==> src/rtl/ysyx_24070016_lsu_pkg.sv <==
// Shared memop codes and FSM state encoding for the load/store unit.
package ysyx_24070016_lsu_pkg;

    localparam logic [2:0] MEMOP_B  = 3'b000;
    localparam logic [2:0] MEMOP_H  = 3'b001;
    localparam logic [2:0] MEMOP_W  = 3'b010;
    localparam logic [2:0] MEMOP_BU = 3'b100;
    localparam logic [2:0] MEMOP_HU = 3'b101;

    typedef enum logic [1:0] {
        IDLE = 2'd0,
        REQ  = 2'd1,
        WAIT = 2'd2,
        DONE = 2'd3
    } lsu_state_t;

endpackage

==> src/rtl/ysyx_24070016_lsu_if.sv <==
// EXU request, memory bus and WBU result channels of the LSU.
// master = the LSU itself (drives the bus); slave = the surrounding core and memory.
interface ysyx_24070016_lsu_if;
    logic        in_valid;
    logic        in_ready;
    logic [31:0] in_addr;
    logic [31:0] in_wdata;
    logic        in_wren;
    logic [2:0]  in_memop;

    logic        mem_req_valid;
    logic        mem_req_ready;
    logic [31:0] mem_addr;
    logic        mem_wen;
    logic [3:0]  mem_wstrb;
    logic [31:0] mem_wdata;
    logic        mem_rsp_valid;
    logic [31:0] mem_rsp_rdata;

    logic        out_valid;
    logic        out_ready;
    logic [31:0] out_rdata;
    logic        out_err;

    modport master (
        input  in_valid, in_addr, in_wdata, in_wren, in_memop,
        output in_ready,
        output mem_req_valid, mem_addr, mem_wen, mem_wstrb, mem_wdata,
        input  mem_req_ready, mem_rsp_valid, mem_rsp_rdata,
        output out_valid, out_rdata, out_err,
        input  out_ready
    );

    modport slave (
        output in_valid, in_addr, in_wdata, in_wren, in_memop,
        input  in_ready,
        input  mem_req_valid, mem_addr, mem_wen, mem_wstrb, mem_wdata,
        output mem_req_ready, mem_rsp_valid, mem_rsp_rdata,
        input  out_valid, out_rdata, out_err,
        output out_ready
    );
endinterface

==> src/rtl/ysyx_24070016_lsu_align.sv <==
// Combinational lane logic: store strobes/data and error detection on the request side,
// byte/half extraction with sign or zero extension on the response side.
module ysyx_24070016_lsu_align
    import ysyx_24070016_lsu_pkg::*;
(
    input  logic [31:0] req_addr,
    input  logic [31:0] req_wdata,
    input  logic [2:0]  req_memop,
    input  logic        req_wren,
    output logic [3:0]  wstrb,
    output logic [31:0] wdata,
    output logic        err,
    input  logic [1:0]  rsp_off,
    input  logic [2:0]  rsp_memop,
    input  logic [31:0] rdata,
    output logic [31:0] rdata_ext
);

    logic [31:0] shifted;

    always_comb begin
        wstrb = 4'b0000;
        wdata = 32'h0;
        err   = 1'b0;
        case (req_memop)
            MEMOP_B, MEMOP_BU: begin
                wstrb = 4'b0001 << req_addr[1:0];
                wdata = {4{req_wdata[7:0]}};
            end
            MEMOP_H, MEMOP_HU: begin
                err   = req_addr[0];
                wstrb = 4'b0011 << {req_addr[1], 1'b0};
                wdata = {2{req_wdata[15:0]}};
            end
            MEMOP_W: begin
                err   = |req_addr[1:0];
                wstrb = 4'b1111;
                wdata = req_wdata;
            end
            default: err = 1'b1;
        endcase
        // Stores have no unsigned variants.
        if (req_wren && req_memop[2]) err = 1'b1;
        if (!req_wren) begin
            wstrb = 4'b0000;
            wdata = 32'h0;
        end
    end

    assign shifted = rdata >> {rsp_off, 3'b000};

    always_comb begin
        case (rsp_memop)
            MEMOP_B:  rdata_ext = {{24{shifted[7]}}, shifted[7:0]};
            MEMOP_BU: rdata_ext = {24'h0, shifted[7:0]};
            MEMOP_H:  rdata_ext = {{16{shifted[15]}}, shifted[15:0]};
            MEMOP_HU: rdata_ext = {16'h0, shifted[15:0]};
            default:  rdata_ext = rdata;
        endcase
    end

endmodule

==> src/rtl/ysyx_24070016_lsu.sv <==
// Single-outstanding RV32I load/store unit: IDLE -> REQ -> WAIT -> DONE, errors skip to DONE.
// All outputs come from registers or state decode; no input-to-output combinational path.
module ysyx_24070016_lsu
    import ysyx_24070016_lsu_pkg::*;
(
    input  logic                 clk,
    input  logic                 rst,
    ysyx_24070016_lsu_if.master  bus
);

    lsu_state_t  state, next_state;
    logic        in_ready, req_valid, out_valid;

    logic [31:0] addr_q;
    logic [1:0]  off_q;
    logic [2:0]  memop_q;
    logic        wen_q;
    logic [3:0]  wstrb_q;
    logic [31:0] wdata_q;
    logic [31:0] rdata_q;
    logic        err_q;

    logic [3:0]  al_wstrb;
    logic [31:0] al_wdata;
    logic        al_err;
    logic [31:0] al_rdata;

    logic        accept;

    ysyx_24070016_lsu_align u_align (
        .req_addr  (bus.in_addr),
        .req_wdata (bus.in_wdata),
        .req_memop (bus.in_memop),
        .req_wren  (bus.in_wren),
        .wstrb     (al_wstrb),
        .wdata     (al_wdata),
        .err       (al_err),
        .rsp_off   (off_q),
        .rsp_memop (memop_q),
        .rdata     (bus.mem_rsp_rdata),
        .rdata_ext (al_rdata)
    );

    always_ff @(posedge clk) begin
        if (rst) state <= IDLE;
        else     state <= next_state;
    end

    always_comb begin
        next_state = state;
        in_ready   = 1'b0;
        req_valid  = 1'b0;
        out_valid  = 1'b0;
        case (state)
            IDLE: begin
                in_ready = 1'b1;
                if (bus.in_valid) next_state = al_err ? DONE : REQ;
            end
            REQ: begin
                req_valid = 1'b1;
                if (bus.mem_req_ready) next_state = WAIT;
            end
            WAIT: begin
                if (bus.mem_rsp_valid) next_state = DONE;
            end
            DONE: begin
                out_valid = 1'b1;
                if (bus.out_ready) next_state = IDLE;
            end
            default: next_state = IDLE;
        endcase
    end

    assign accept = (state == IDLE) && bus.in_valid;

    always_ff @(posedge clk) begin
        if (rst) begin
            addr_q  <= 32'h0;
            off_q   <= 2'b00;
            memop_q <= 3'b000;
            wen_q   <= 1'b0;
            wstrb_q <= 4'b0000;
            wdata_q <= 32'h0;
            rdata_q <= 32'h0;
            err_q   <= 1'b0;
        end else begin
            if (accept) begin
                addr_q  <= {bus.in_addr[31:2], 2'b00};
                off_q   <= bus.in_addr[1:0];
                memop_q <= bus.in_memop;
                wen_q   <= bus.in_wren && !al_err;
                wstrb_q <= al_err ? 4'b0000 : al_wstrb;
                wdata_q <= al_err ? 32'h0 : al_wdata;
                rdata_q <= 32'h0;
                err_q   <= al_err;
            end
            // Responses outside WAIT (e.g. after a reset abandoned the access) are dropped.
            if ((state == WAIT) && bus.mem_rsp_valid) begin
                rdata_q <= wen_q ? 32'h0 : al_rdata;
            end
        end
    end

    assign bus.in_ready      = in_ready;
    assign bus.mem_req_valid = req_valid;
    assign bus.mem_addr      = addr_q;
    assign bus.mem_wen       = wen_q;
    assign bus.mem_wstrb     = wstrb_q;
    assign bus.mem_wdata     = wdata_q;
    assign bus.out_valid     = out_valid;
    assign bus.out_rdata     = rdata_q;
    assign bus.out_err       = err_q;

endmodule

==> src/flat_wrapper.sv <==
// flat-port wrapper written by rule: the top's interface ports become plain ports
module ysyx_24070016_lsu_flat import ysyx_24070016_lsu_pkg::*;
  (clk, rst, bus_in_valid, bus_in_addr, bus_in_wdata, bus_in_wren, bus_in_memop, bus_in_ready, bus_mem_req_valid, bus_mem_addr, bus_mem_wen, bus_mem_wstrb, bus_mem_wdata, bus_mem_req_ready, bus_mem_rsp_valid, bus_mem_rsp_rdata, bus_out_valid, bus_out_rdata, bus_out_err, bus_out_ready);
  ysyx_24070016_lsu_if bus_i ();
  input  logic clk;
  input  logic rst;
  input wire logic [$bits(bus_i.in_valid)-1:0] bus_in_valid;
  input wire logic [$bits(bus_i.in_addr)-1:0] bus_in_addr;
  input wire logic [$bits(bus_i.in_wdata)-1:0] bus_in_wdata;
  input wire logic [$bits(bus_i.in_wren)-1:0] bus_in_wren;
  input wire logic [$bits(bus_i.in_memop)-1:0] bus_in_memop;
  output wire logic [$bits(bus_i.in_ready)-1:0] bus_in_ready;
  output wire logic [$bits(bus_i.mem_req_valid)-1:0] bus_mem_req_valid;
  output wire logic [$bits(bus_i.mem_addr)-1:0] bus_mem_addr;
  output wire logic [$bits(bus_i.mem_wen)-1:0] bus_mem_wen;
  output wire logic [$bits(bus_i.mem_wstrb)-1:0] bus_mem_wstrb;
  output wire logic [$bits(bus_i.mem_wdata)-1:0] bus_mem_wdata;
  input wire logic [$bits(bus_i.mem_req_ready)-1:0] bus_mem_req_ready;
  input wire logic [$bits(bus_i.mem_rsp_valid)-1:0] bus_mem_rsp_valid;
  input wire logic [$bits(bus_i.mem_rsp_rdata)-1:0] bus_mem_rsp_rdata;
  output wire logic [$bits(bus_i.out_valid)-1:0] bus_out_valid;
  output wire logic [$bits(bus_i.out_rdata)-1:0] bus_out_rdata;
  output wire logic [$bits(bus_i.out_err)-1:0] bus_out_err;
  input wire logic [$bits(bus_i.out_ready)-1:0] bus_out_ready;
  assign bus_i.in_valid = bus_in_valid;
  assign bus_i.in_addr = bus_in_addr;
  assign bus_i.in_wdata = bus_in_wdata;
  assign bus_i.in_wren = bus_in_wren;
  assign bus_i.in_memop = bus_in_memop;
  assign bus_in_ready = bus_i.in_ready;
  assign bus_mem_req_valid = bus_i.mem_req_valid;
  assign bus_mem_addr = bus_i.mem_addr;
  assign bus_mem_wen = bus_i.mem_wen;
  assign bus_mem_wstrb = bus_i.mem_wstrb;
  assign bus_mem_wdata = bus_i.mem_wdata;
  assign bus_i.mem_req_ready = bus_mem_req_ready;
  assign bus_i.mem_rsp_valid = bus_mem_rsp_valid;
  assign bus_i.mem_rsp_rdata = bus_mem_rsp_rdata;
  assign bus_out_valid = bus_i.out_valid;
  assign bus_out_rdata = bus_i.out_rdata;
  assign bus_out_err = bus_i.out_err;
  assign bus_i.out_ready = bus_out_ready;
  ysyx_24070016_lsu u_core (.clk(clk), .rst(rst), .bus(bus_i));
endmodule
==> config.mk <==
export PLATFORM = sky130hd
export DESIGN_NAME = ysyx_24070016_lsu_flat
export DESIGN_NICKNAME = d
export VERILOG_FILES = /design/src/rtl/ysyx_24070016_lsu_pkg.sv /design/src/rtl/ysyx_24070016_lsu_if.sv /design/src/rtl/ysyx_24070016_lsu_align.sv /design/src/rtl/ysyx_24070016_lsu.sv /design/src/flat_wrapper.sv
export SDC_FILE = /design/constraint.sdc
export NUM_CORES = 1
export LEC_CHECK = 0
export ABC_AREA = 1
export ABC_CLOCK_PERIOD_IN_PS = 1800
export BUFFER_PORTS_ARGS = -buffer_cell sky130_fd_sc_hd__buf_2
export CAP_MARGIN = 0
export CORE_ASPECT_RATIO = 0.7
export CORE_MARGIN = 1
export CORE_UTILIZATION = 42
export DETAILED_ROUTE_END_ITERATION = 6
export GPL_ROUTABILITY_DRIVEN = 0
export PLACE_DENSITY = 0.7
export RECOVER_POWER = 50
export SLEW_MARGIN = 20
export SYNTH_ARGS = -nofsm -noshare
export SYNTH_HDL_FRONTEND = slang
export SYNTH_HIERARCHICAL = 1
export SYNTH_SLANG_ARGS = --single-unit
==> constraint.sdc <==
create_clock -name clk -period 1.8 [get_ports clk]
set_input_delay 0.18 -clock clk [delete_from_list [all_inputs] [get_ports clk]]
set_output_delay 0.18 -clock clk [all_outputs]
set_load 0.05 [all_outputs]
Word level (Yosys, flattened, before mapping) --
Index checks and enable logic that the tools add are counted.
Word-level totals: output and inout port bits 105, flip-flop bits (word level) 107
Operators by class: shift operators 3, reductions and logical operators 13, eq/ne operators 14, mux-type cells 21
Operators with widths (count):
- two-way mux 32 bit | 5
- case mux 32 bit (4 select lines) | 1
- case mux 32 bit (3 select lines) | 1
- right shift 32 x 5 -> 16 bit | 1
- == test 3 bit, second input constant | 4
- case mux 4 bit (3 select lines) | 1
- two-way mux 2 bit | 5
- two-way mux 4 bit | 2
- inequality test 2 bit, second input constant | 4
- case mux 2 bit (4 select lines) | 1
- == test 3 x 1 -> 1 bit, second input constant | 2
- logical NOT 3 bit | 2
- OR reduction 2 bit | 3
- == test 2 bit, second input constant | 2
- logical AND 1 bit | 4
- two-way mux 1 bit | 4
- AND reduction 4 bit | 1
- left shift 1 x 2 -> 4 bit, first input constant | 1
- left shift 2 x 2 -> 4 bit, first input constant | 1
- == test 3 x 2 -> 1 bit, second input constant | 1
- case mux 1 bit (3 select lines) | 1
- == test 2 x 1 -> 1 bit, second input constant | 1
- logical NOT 2 bit | 1
- nonzero test 2 bit | 1
- logical NOT 1 bit | 1

Longest topological paths before layout --
Gate-level depths: netlist (run 1).
word-level depth 7, gate-level depth with buffers 10, mapped depth without buffers 9

Modules after synthesis --
The synthesis (run 1) kept the hierarchy.
By module, submodules not included:
- ysyx_24070016_lsu | times used 1, sequential area each 2142.1 sq um, area each 3968.8 sq um, cells an instance 471
- ysyx_24070016_lsu_align | times used 1, sequential area each 0.0 sq um, area each 1448.9 sq um, cells an instance 325

Least setup slack after synthesis (run 1) --
No wires, ideal clock.
path kind flip-flop to flip-flop, start register u_core.state[0], end register u_core.wdata_q[10] (netlist: u_core/bus.mem_wdata[10]), clock period less this slack 1.765 ns, stages on the path, launching flop included 8, setup time 0.128 ns, slack 0.035 ns, path buffers 2, arrival 1.637 ns, cells stage by stage dfxtp_1 inv_1 ha_1 nand2_2 buf_6 buf_6 a22oi_1 nor2_1
On the way: word-level cells in the longest chain between the ends 2
Ends and longest elaborated chain:
- start: declaration | line ysyx_24070016_lsu.sv:11 | lsu_state_t state, next_state;
- start signal: assignment | line ysyx_24070016_lsu.sv:46 | else state <= next_state;
- logical NOT 2 bit | line ysyx_24070016_lsu.sv:74 | assign accept = (state == IDLE) && bus.in_valid;
- logical AND 1 bit | line ysyx_24070016_lsu.sv:74
- end signal: assignment | line ysyx_24070016_lsu.sv:93 | wdata_q <= al_err ? 32'h0 : al_wdata;
- end: declaration | line ysyx_24070016_lsu.sv:19 | logic [31:0] wdata_q;
Every way passes these cells. A chain may end at the register's enable or synchronous reset.

Worst setup path in the final report (run 1) --
start register u_core.state[0], end register u_core.wdata_q[12] (netlist: u_core/bus.mem_wdata[12])
The elaborated chain is that of the path after synthesis.

==> metrics, run 1 <==
status=complete, no violations; CP Capture Type=flip-flop; Post-CTS Setup Inserts=0; slew of the pin with the lowest slew margin=0.6803 ns; reg-to-reg setup timing slack=about 0.20 ns; ratio of cells with drive above 1 in the final layout=20.10%; post-route DRC violation count=0; synthesis-to-finish area growth=25.27%; flops & latches, synth=107; H-tree depth=3; RSZ-0062 raised after global routing=no; fin crit period=1.604 ns; GR Util All Layers=24.59%; Slew Viols, Final=0; Die Y=97.03 microns; Die Span X=between 100 and 150 microns; post-synthesis sequential area ratio=39.54%; Via density=between 5 and 6; Std-Cell Rows=34; Routed wire per std cell=14.14 microns; sequential power share=32.0%; PostCTS Resize Cnt=0; Synth Cell Area=5418 sq um; Worst slew margin=a little over half; Cell Pwr Density=1337 nW/um^2; clock power share=a little under a quarter; Core ar.=12,510 sq um; Skew-Pair Late Insertion Delay=0.35 ns; Hold Slack=0.08182 ns; Clock Sinks=~110; number of synthesized flops with an enable pin=0; DP Worst Slack=roughly 0.20 ns; end point of the critical path=u_core/bus.mem_wdata[12]; I/O pin count=211; Startpoint Class=flip-flop; critical path fanouts, max=24; FF-to-FF Start=u_core/state[0]; largest net degree at the start of global routing=48; final setup fails=0; Warnings, synthesis=6; CTS tree=done; post-route ant nets=0; switching power=4.124 mW; cts hold-fix bufs=0; IO buf count=208; TritonRoute pass-1 iters=5; busiest layer in global routing=met1; GRT met2 Usage=around a third; crit share post-route=89.10%; vias after detailed routing=just under 6k; Post-Route Setup TNS=0 ns; CP arrival=1.82 ns; Layout Skew=0.009730 ns; setup ws final=roughly 0.20 ns; Final HPWL DP=about 12,000 microns; antenna violations before repair=1; fmax=between 600 and 700 MHz; Sw Share=45.44%; DR iter-0 viols=435; clk root buf=clkbuf_16; final design utilization=54.26%; WS Path Type=reg -> reg; die area=13,370 sq um; Nets=1,105; Req. time, crit path=a little over 2 ns; Hold Crit Class=in -> reg; ys async rst share=0%; # fillers=1,284; Synth cell types=30; Worst-path clk slew=0.08 ns; vias in the first global route=5,290; GR Util met1=a little over a third; largest area contributor in the netlist=dfxtp_1; Mapped Cells=796; top_reg_cell synth=dfxtp_1; hold wc startpoint=bus_in_addr[11]; max cap viols=0; met3 Resource Use GR=approximately 7.5%; r2r endpoint=u_core/bus.mem_wdata[12]; Initial Util=43.32%; Avg Cell Area, Syn=around 7 sq um; largest cells by area after synthesis=dfxtp_1 40%, nand2_1 16%, nor2_1 8.8%, o21ai_0 5.2%, nand3_1 4.1%; CP Launch Point=u_core/state[0]; VDD IR max=1064 uV; first-pass GRT wire length=roughly 26,000 microns; Internal=4.952 mW; Comb power frac=a little under half; Num CTS Buffers=9; total congestion overflow=0; Hold Fails Final Rpt=0; P_leak=3.020 nW; proportion of netlist area held by the largest area contributor=39.54%; total wire length=16,450 microns; Reg2Reg Depth=7; Longest Clk Path Bufs=2
## flip-flops by register name, indices dropped and copies added, names as in the netlist
name,cells
u_core/bus.mem_wstrb,4
u_core/bus.mem_wen,1
u_core/bus.mem_wdata,32
u_core/off_q,2
u_core/bus.out_rdata,32
u_core/memop_q,3
u_core/state,2
u_core/bus.out_err,1
u_core/bus.mem_addr,30
## how the worst min path moves through the flow
stage	depth (start not counted)	slack, ns	end
after floorplan	2	0.33	u_core/bus.mem_addr[3]
after global placement	3	0.43	u_core/bus.mem_addr[5]
after detailed placement	3	0.43	u_core/bus.mem_addr[5]
after CTS	3	0.07	u_core/bus.mem_addr[11]
after global routing	3	0.08	u_core/bus.mem_addr[5]
final	3	0.08	u_core/bus.mem_addr[11]
## cell usage after synthesis, types with 2 or more instances
master	n
a21oi_1	33
a21oi_2	15
a22oi_1	26
a22oi_2	4
a31oi_1	8
buf_12	2
buf_2	19
buf_4	2
buf_6	10
clkbuf_1	15
dfxtp_1	107
ha_1	4
inv_1	47
inv_2	4
inv_4	2
nand2_1	227
nand2_2	19
nand3_1	44
nor2_1	127
nor2_2	2
nor2_4	3
nor3_1	6
o21ai_0	56
o21ai_1	8
## cell usage in the layout (no fill, tap or decap), types with 23 or more instances in the layout
master	Yosys	routed
nand2_1	227	227
nor2_1	127	127
dfxtp_1	107	107
buf_2	19	106
clkbuf_1	15	102
o21ai_0	56	56
inv_1	47	47
nand3_1	44	44
a21oi_1	33	33
a22oi_1	26	26
buf_4	2	23
## stage by stage
| stage | power [mW] | std cells | area [sq um] |
|---|---|---|---|
| floorplan | 6.069 | 797 | 5421 |
| global placement | 7.101 | 1146 | 6614 |
| detailed placement | 7.103 | 1146 | 6614 |
| CTS | 9.189 | 1162 | 6923 |
| global route | 9.697 | 1162 | 6784 |
| finish | 9.076 | 1163 | 6787 |
## metal layers
metal	part of all wire, %	wire length (microns)	vias to the layer above
met4	1.1	184	0
li1	-	-	2947
met1	49	8082	2612
met2	40	6633	247
met3	9.4	1545	18
met5	0	0	-
## cell families (layout without fill, tap and decap cells)
family | Yosys count | count (layout) | synth area share, %
AO/OA/AOI/OAI | 150 | 150 | 16.84
AND/OR/NAND/NOR | 431 | 431 | 32.82
buffers and inverters | 103 | 306 | 9.815
flip-flops | 107 | 107 | 39.54
other | 1 | 3 | 0.06922
adder cells (fa/ha/maj) | 4 | 4 | 0.9238
## critical path, stage by stage (launching register included)
cell	delay, ns
dfxtp_1	0.38
inv_1	0.08
ha_1	0.22
nand2_2	0.20
nor2_4	0.05
clkbuf_4	0.27
a22oi_1	0.21
nor2_1	0.06
## layout make-up
class	instances	area (sq um)	area share, %
antenna	1	2.502	0.03687
clock buffer	11	242.7	3.577
clock inverter	5	66.31	0.9771
inverter	54	207.7	3.060
multi-input combinational	587	2748	40.49
sequential	107	2142	31.56
tap	162	202.7	2.987
timing repair buffer	236	1175	17.31
## power by group through the flow
stage | logic [mW] | clock network [mW] | registers [mW]
after detailed placement | 4.15 | 0 | 2.95
after floorplan | 2.16 | 0 | 3.91
after global routing | 4.52 | 2.22 | 2.96
after global placement | 4.16 | 0 | 2.94
final | 4.10 | 2.07 | 2.91
after CTS | 4.17 | 2.12 | 2.90
Power figures use the tool's default switching activity.
==> inputs of run 2 (changes only) <==
--- a/config.mk
+++ b/config.mk
@@ -7,7 +7,7 @@
 export LEC_CHECK = 0
 export ABC_AREA = 1
 export ABC_CLOCK_PERIOD_IN_PS = 1800
-export BUFFER_PORTS_ARGS = -buffer_cell sky130_fd_sc_hd__buf_2
+export BUFFER_PORTS_ARGS = -buffer_cell sky130_fd_sc_hd__buf_4
 export CAP_MARGIN = 0
 export CORE_ASPECT_RATIO = 0.7
 export CORE_MARGIN = 1
==> run 2 against run 1 <==
Compared with the run above: sequential share of layout area down 1.2 points; critical endpoint is now u_core/bus.out_rdata[18]; critical path type unchanged; sequential power about the same; core utilization grew 2.2 points; largest power group unchanged; combinational power about the same; setup slack worse by 0.027 ns; global-route usage about the same.
==> metrics, run 2 (same netlist as run 1, synthesis figures left out) <==
status=complete, no violations (unchanged); Req. time, crit path=2.07 ns (was 2.02 ns); Startpoint Class=flip-flop (unchanged); slew of the pin with the lowest slew margin=0.6680 ns (was 0.6803 ns); total wire length=16,560 microns (was 16,450 microns); detailed-routed wire length on met2=6795 microns (was 6633 microns); Num CTS Buffers=9 (unchanged); critical path fanouts, max=11 (was 24); Initial Util=43.32% (unchanged); Worst slew margin=55.66% (was 54.84%); r2r endpoint=u_core/bus.out_rdata[18] (was u_core/bus.mem_wdata[12]); end point of the critical path=u_core/bus.out_rdata[18] (was u_core/bus.mem_wdata[12]); Skew-Pair Late Insertion Delay=0.34 ns (was 0.35 ns); H-tree depth=3 (unchanged); met1 WL=7912 microns (was 8082 microns); post-route DRC violation count=0 (unchanged); Hold Slack=0.07162 ns (was 0.08182 ns); P_leak=3.108 nW (was 3.020 nW); Worst-path clk slew=0.07 ns (was 0.08 ns); reg-to-reg setup timing slack=0.17 ns (was 0.20 ns); Routed wire per std cell=14.29 microns (was 14.14 microns); Layout Skew=0.004369 ns (was 0.009730 ns); most frequent cells in the layout=227 x nand2_1, 127 x nor2_1, 126 x buf_4 (was 227 x nand2_1, 127 x nor2_1, 107 x dfxtp_1); vias after detailed routing=5,750 (was 5,824); first-pass GRT wire length=26,010 microns (was 26,100 microns); WS Path Type=reg -> reg (unchanged); CP Launch Point=u_core/off_q[0] (was u_core/state[0]); die area=13,370 sq um (unchanged); uppermost layer routed=met4 (unchanged); FF-to-FF Start=u_core/off_q[0] (was u_core/state[0]); antenna violations before repair=0 (was 1); dpl cell area=7112 sq um (was 6614 sq um); RSZ-0062 raised after global routing=no (unchanged); # fillers=1,339 (was 1,284); largest net degree at the start of global routing=71 (was 48); VDD IR max=770.8 uV (was 1064 uV); I/O pin count=211 (unchanged); fin crit period=1.631 ns (was 1.604 ns); Final Non-Filler Cells=1,159 (was 1,163); Core ar.=12,510 sq um (unchanged); vias in the first global route=5,177 (was 5,290); CTS tree=done (unchanged); Cell Pwr Density=1304 nW/um^2 (was 1337 nW/um^2); Die Span X=137.8 microns (unchanged); Post-Route Setup TNS=0 ns (unchanged); TritonRoute pass-1 iters=5 (unchanged); routed wl met3=1736 microns (was 1545 microns); Hold Fails Final Rpt=0 (unchanged); CP Capture Type=flip-flop (unchanged); fmax=613.2 MHz (was 623.5 MHz); clk root buf=clkbuf_16 (unchanged); final setup fails=0 (unchanged); Hold Crit Class=in -> reg (unchanged); placed insts=1,143 (was 1,146); area of the multi-input gates=2753 sq um (was 2748 sq um); Nets=1,102 (was 1,105); Longest Clk Path Bufs=2 (unchanged); Slew Viols, Final=0 (unchanged); IO buf count=208 (unchanged); FF+latch area=2142 sq um (unchanged); GR Util All Layers=24.62% (was 24.59%); most common cell after layout, fill and taps aside=nand2_1 (unchanged); crit share post-route=90.59% (was 89.10%); CP arrival=1.90 ns (was 1.82 ns); Final HPWL DP=11,860 microns (was 11,840 microns); ratio of cells with drive above 1 in the final layout=19.86% (was 20.10%); post-route cell area=7061 sq um (was 6787 sq um); max cap viols=0 (unchanged); synthesis-to-finish area growth=30.32% (was 25.27%); final design utilization=56.45% (was 54.26%); Clock Sinks=107 (unchanged); post-route ant nets=0 (unchanged); DR iter-0 viols=411 (was 435); Std-Cell Rows=34 (unchanged); Reg2Reg Depth=8 (was 7); Die Y=97.03 microns (unchanged); diodes inserted=0 (was 1); Via density=4.961 (was 5.008); total congestion overflow=0 (unchanged)
[run 2: cell types whose count changed in the layout (fill, tap and decap cells not counted)]
cell	previous run	this run
buf_2	106	0
diode_2	1	0
buf_12	4	5
buf_4	23	126
nand2_4	0	1
clkbuf_4	1	0
bufinv_16	1	2
clkinv_4	0	1
nand2_2	19	18
clkbuf_8	1	0
inv_6	2	1
[run 2: area by class of cell]
class / count / area share [%]
multi-input cells: 587 / 38.99
inverters: 54 / 2.942
well taps: 162 / 2.871
clock buffers: 10 / 3.243
repair buffers: 233 / 20.26
flip-flops and latches: 107 / 30.34
clock inverters: 6 / 1.365
[run 2: worst max-delay path: stages (launching register included)]
cell,delay [ns]
dfxtp_1,0.50
buf_4,0.21
nand2_1,0.05
nand3_1,0.11
nand3_2,0.16
buf_4,0.22
nand3_1,0.08
nand2_1,0.07
a21oi_1,0.15
[run 2: repair_timing]
item	CTS	global route
hold buffers	0	0
setup buffers	0	0
gates resized for setup	0	1
endpoints found under the setup margin	0	13
[run 2: metal layers]
layer | vias to the layer above | track usage, %
li1 | 2941 | -
met1 | 2547 | 36.05
met2 | 248 | 36.06
met3 | 14 | 7.023
met4 | 0 | 3.846
met5 | - | 0
[run 2: power by group]
part	leakage [nW]	internal, mW	switching, mW	total (mW)
Combinational	2.08	1.16	2.97	4.13
Clock	0.155	1.24	0.927	2.17
Sequential	0.871	2.70	0.206	2.91
Total	3.11	5.10	4.10	9.21
[run 2: how the worst min path moves through the flow]
stage	to	cells past startpoint	start
after global routing	u_core/bus.mem_addr[4]	3	bus_in_addr[4]
after global placement	u_core/bus.mem_addr[5]	3	bus_in_addr[5]
final	u_core/bus.mem_addr[5]	3	bus_in_addr[5]
after detailed placement	u_core/bus.mem_addr[5]	3	bus_in_addr[5]
after CTS	u_core/bus.mem_addr[5]	3	bus_in_addr[5]
after floorplan	u_core/bus.mem_addr[3]	2	bus_in_addr[3]
[run 2: metrics by stage]
step	total power, mW	worst slack, ns
2_1_floorplan	6.069	0.03535
3_5_place_dp	7.328	0.1503
3_3_place_gp	7.295	0.1837
4_1_cts	9.507	0.1168
6_report	9.207	0.1693
5_1_grt	9.810	0.01429
==> inputs of run 3 (changes only) <==
--- a/config.mk
+++ b/config.mk
@@ -12,6 +12,7 @@
 export CORE_ASPECT_RATIO = 0.7
 export CORE_MARGIN = 1
 export CORE_UTILIZATION = 42
+export CTS_CLUSTER_SIZE = 30
 export DETAILED_ROUTE_END_ITERATION = 6
 export GPL_ROUTABILITY_DRIVEN = 0
 export PLACE_DENSITY = 0.7
@@ -19,5 +20,5 @@
 export SLEW_MARGIN = 20
 export SYNTH_ARGS = -nofsm -noshare
 export SYNTH_HDL_FRONTEND = slang
-export SYNTH_HIERARCHICAL = 1
 export SYNTH_SLANG_ARGS = --single-unit
+export TNS_END_PERCENT = 20
==> run 3 against run 2 <==
Compared with the run above: combinational power grew 3%; die area rose by 3.6%; power decreased by 0.27%; register-to-register slack is essentially flat; clock skew increased by 0.0067 ns; non-clock buffer count decreased by 4; sequential power grew 3%; routed wire length grew 5.0%; flip-flop and latch count stayed put; largest cell class unchanged; largest power group unchanged; highest routed layer unchanged.
==> metrics, run 3 <==
vias in the first global route=5,572 (was 5,177); Synth Area in Adders=1.114% (was 0.9238%); Core ar.=12,720 sq um (was 12,510 sq um); Slew Viols, Final=0 (unchanged); proportion of netlist area held by the largest area contributor=38.13% (was 39.54%); GR Util All Layers=25.52% (was 24.62%); Avg Cell Area, Syn=6.720 sq um (was 6.806 sq um); commonest cells in the synthesized netlist=249 x nand2_1, 126 x nor2_1, 107 x dfxtp_1 (was 227 x nand2_1, 127 x nor2_1, 107 x dfxtp_1); Warnings, synthesis=0 (was 6); WS Path Type=reg -> reg (unchanged); antenna violations before repair=0 (unchanged); Via density=5.048 (was 4.961); ratio of cells with drive above 1 in the final layout=20.39% (was 19.86%); fin crit period=1.635 ns (was 1.631 ns); Skew-Pair Late Insertion Delay=0.35 ns (was 0.34 ns); sequential power share=32.7% (was 31.6%); critical path fanouts, max=16 (was 11); Worst slew margin=56.21% (was 55.66%); post-synthesis mux area share=0% (unchanged); P_leak=3.011 nW (was 3.108 nW); Longest Clk Path Bufs=2 (unchanged); Post-Synth XOR/XNOR Area=0% (unchanged); Post-Route Setup TNS=0 ns (unchanged); clk root buf=clkbuf_16 (unchanged); combinational family with the most area after synthesis=simple AND/OR/NAND/NOR gates (unchanged); Routed wire per std cell=14.65 microns (was 14.29 microns); Num CTS Buffers=9 (unchanged); CTS tree=done (unchanged); Worst-path clk slew=0.08 ns (was 0.07 ns); post-route ant nets=0 (unchanged); VDD IR max=962.6 uV (was 770.8 uV); H-tree depth=3 (unchanged); cts hold-fix bufs=0 (unchanged); Synth cell types=31 (was 30); Hold Crit Class=in -> reg (unchanged); largest area contributor in the netlist=dfxtp_1 (unchanged); Die Span X=140.2 microns (was 137.8 microns); Synth Cell Area=5618 sq um (was 5418 sq um); top_reg_cell synth=dfxtp_1 (unchanged); ys async rst share=0% (unchanged); RSZ-0062 raised after global routing=no (unchanged); Clock Sinks=107 (unchanged); Final HPWL DP=12,580 microns (was 11,860 microns); I/O pin count=211 (unchanged); largest cells by area after synthesis=dfxtp_1 38%, nand2_1 17%, nor2_1 8.4%, a21oi_1 6.4%, nand3_1 6.4% (was dfxtp_1 40%, nand2_1 16%, nor2_1 8.8%, o21ai_0 5.2%, nand3_1 4.1%); Sw Share=47.52% (was 44.58%); Hold Fails Final Rpt=0 (unchanged); total wire length=17,390 microns (was 16,560 microns); Mapped Cells=836 (was 796); TritonRoute pass-1 iters=5 (unchanged); Internal=4.818 mW (was 5.103 mW); IO buf count=208 (unchanged); final design utilization=56.38% (was 56.45%); number of synthesized flops with an enable pin=0 (unchanged); Nets=1,131 (was 1,102); CP Capture Type=flip-flop (unchanged); Std-Cell Rows=34 (unchanged); most common cell after layout, fill and taps aside=nand2_1 (unchanged); final setup fails=0 (unchanged); Die Y=98.77 microns (was 97.03 microns); Startpoint Class=flip-flop (unchanged); Hold Slack=0.07758 ns (was 0.07162 ns); Initial Util=44.17% (was 43.32%); largest net degree at the start of global routing=49 (was 71); complex-gate fraction of the synthesized area=14.86% (was 16.84%); slew of the pin with the lowest slew margin=0.6597 ns (was 0.6680 ns); DR iter-0 viols=436 (was 411); die area=13,850 sq um (was 13,370 sq um); crit share post-route=90.85% (was 90.59%); diodes inserted=0 (unchanged); Req. time, crit path=2.02 ns (was 2.07 ns); first-pass GRT wire length=28,390 microns (was 26,010 microns); most frequent cells in the layout=248 x nand2_1, 126 x nor2_1, 123 x buf_4 (was 227 x nand2_1, 127 x nor2_1, 126 x buf_4); most frequent cell after synthesis=nand2_1 (unchanged); post-route DRC violation count=0 (unchanged); synthesis-to-finish area growth=27.66% (was 30.32%); Comb power frac=46.2% (was 44.9%); clock power share=21.2% (was 23.5%); Post-Synth Simple-Gate Area=37.08% (was 32.82%); flops & latches, synth=107 (unchanged); vias after detailed routing=5,992 (was 5,750); post-synthesis sequential area ratio=38.13% (was 39.54%); fmax=611.5 MHz (was 613.2 MHz); Layout Skew=0.01104 ns (was 0.004369 ns); max cap viols=0 (unchanged); CP arrival=1.86 ns (was 1.90 ns); switching power=4.363 mW (was 4.104 mW); total congestion overflow=0 (unchanged); status=complete, no violations (unchanged); Cell Pwr Density=1280 nW/um^2 (was 1304 nW/um^2)
-- run 3: cell count changes in the layout (fill, tap and decap cells not counted), moves of 5 or more --
cell,delta
a21oi_1,+39
a21oi_2,+5
a22oi_1,-26
a31oi_1,-8
inv_1,-12
nand2_1,+21
nand3_1,+28
nand3_2,+11
nor3_1,-6
o2111ai_1,+6
o21ai_0,-19
o21ai_1,-8
-- run 3: area by class of cell --
| type | count | area (sq um) |
|---|---|---|
| clock buffer | 10 | 229.0 |
| clock inverter | 6 | 57.56 |
| fill | 1388 | 5548 |
| inverter | 44 | 170.2 |
| multi-input combinational | 629 | 2990 |
| sequential | 107 | 2142 |
| tap | 162 | 202.7 |
| timing repair buffer | 229 | 1380 |
-- run 3: per-stage QoR --
step	worst slack [ns]	std cells	cell area, sq um	power (mW)
2_1_floorplan	0.02470	837	5622	6.283
3_3_place_gp	0.1730	1169	7244	7.525
3_5_place_dp	0.1059	1169	7244	7.553
4_1_cts	0.07528	1185	7531	9.512
5_1_grt	0.007654	1187	7172	9.780
6_report	0.1648	1187	7172	9.182
-- run 3: cell families after synthesis --
| logic type | after synthesis |
|---|---|
| compound gates | 141 |
| buf+inv | 101 |
| fa+ha+maj | 5 |
| simple gates | 481 |
| flops | 107 |
| other cells | 1 |
-- run 3: path summary, 6_finish.rpt --
path / cells after the start / slack [ns] / end / startpoint
max: 7 / 0.16 / u_core.bus.out_rdata[18] / u_core.off_q[0]
min: 3 / 0.08 / u_core.bus.mem_addr[20] / bus_in_addr[20]
max reg2reg: 7 / 0.16 / u_core.bus.out_rdata[18] / u_core.off_q[0]
min reg2reg: 2 / 0.46 / u_core.bus.mem_wdata[15] / u_core.bus.mem_wdata[15]
-- run 3: routing by layer --
layer  track usage, %  routed length, microns  up-vias
li1                 -                       -     3039
met1            36.51                    8210     2682
met2            38.08                    7406      259
met3            7.289                    1656       12
met4            4.987                     113        0
met5                0                       0        -
-- run 3: repair_timing --
item                                    in CTS  in global routing
endpoints found under the setup margin       0                 25
buffers inserted                             0                  2
gates resized for setup                      0                  3
-- run 3: worst max-delay path, cell delays in order (launching register included) --
cell     delay (ns)
dfxtp_1        0.48
inv_2          0.17
nand2_1        0.08
nand3_1        0.13
nand3_4        0.20
nand3_4        0.25
nand2_1        0.14
a21oi_1        0.07
-- run 3: power groups by stage --
stage | sequential (mW) | combinational [mW] | clock [mW]
3_5_place_dp | 3.06 | 4.50 | 0
5_1_grt | 3.06 | 4.61 | 2.12
4_1_cts | 3.01 | 4.51 | 2.00
3_3_place_gp | 3.04 | 4.48 | 0
6_report | 3.00 | 4.24 | 1.94
2_1_floorplan | 4.17 | 2.11 | 0
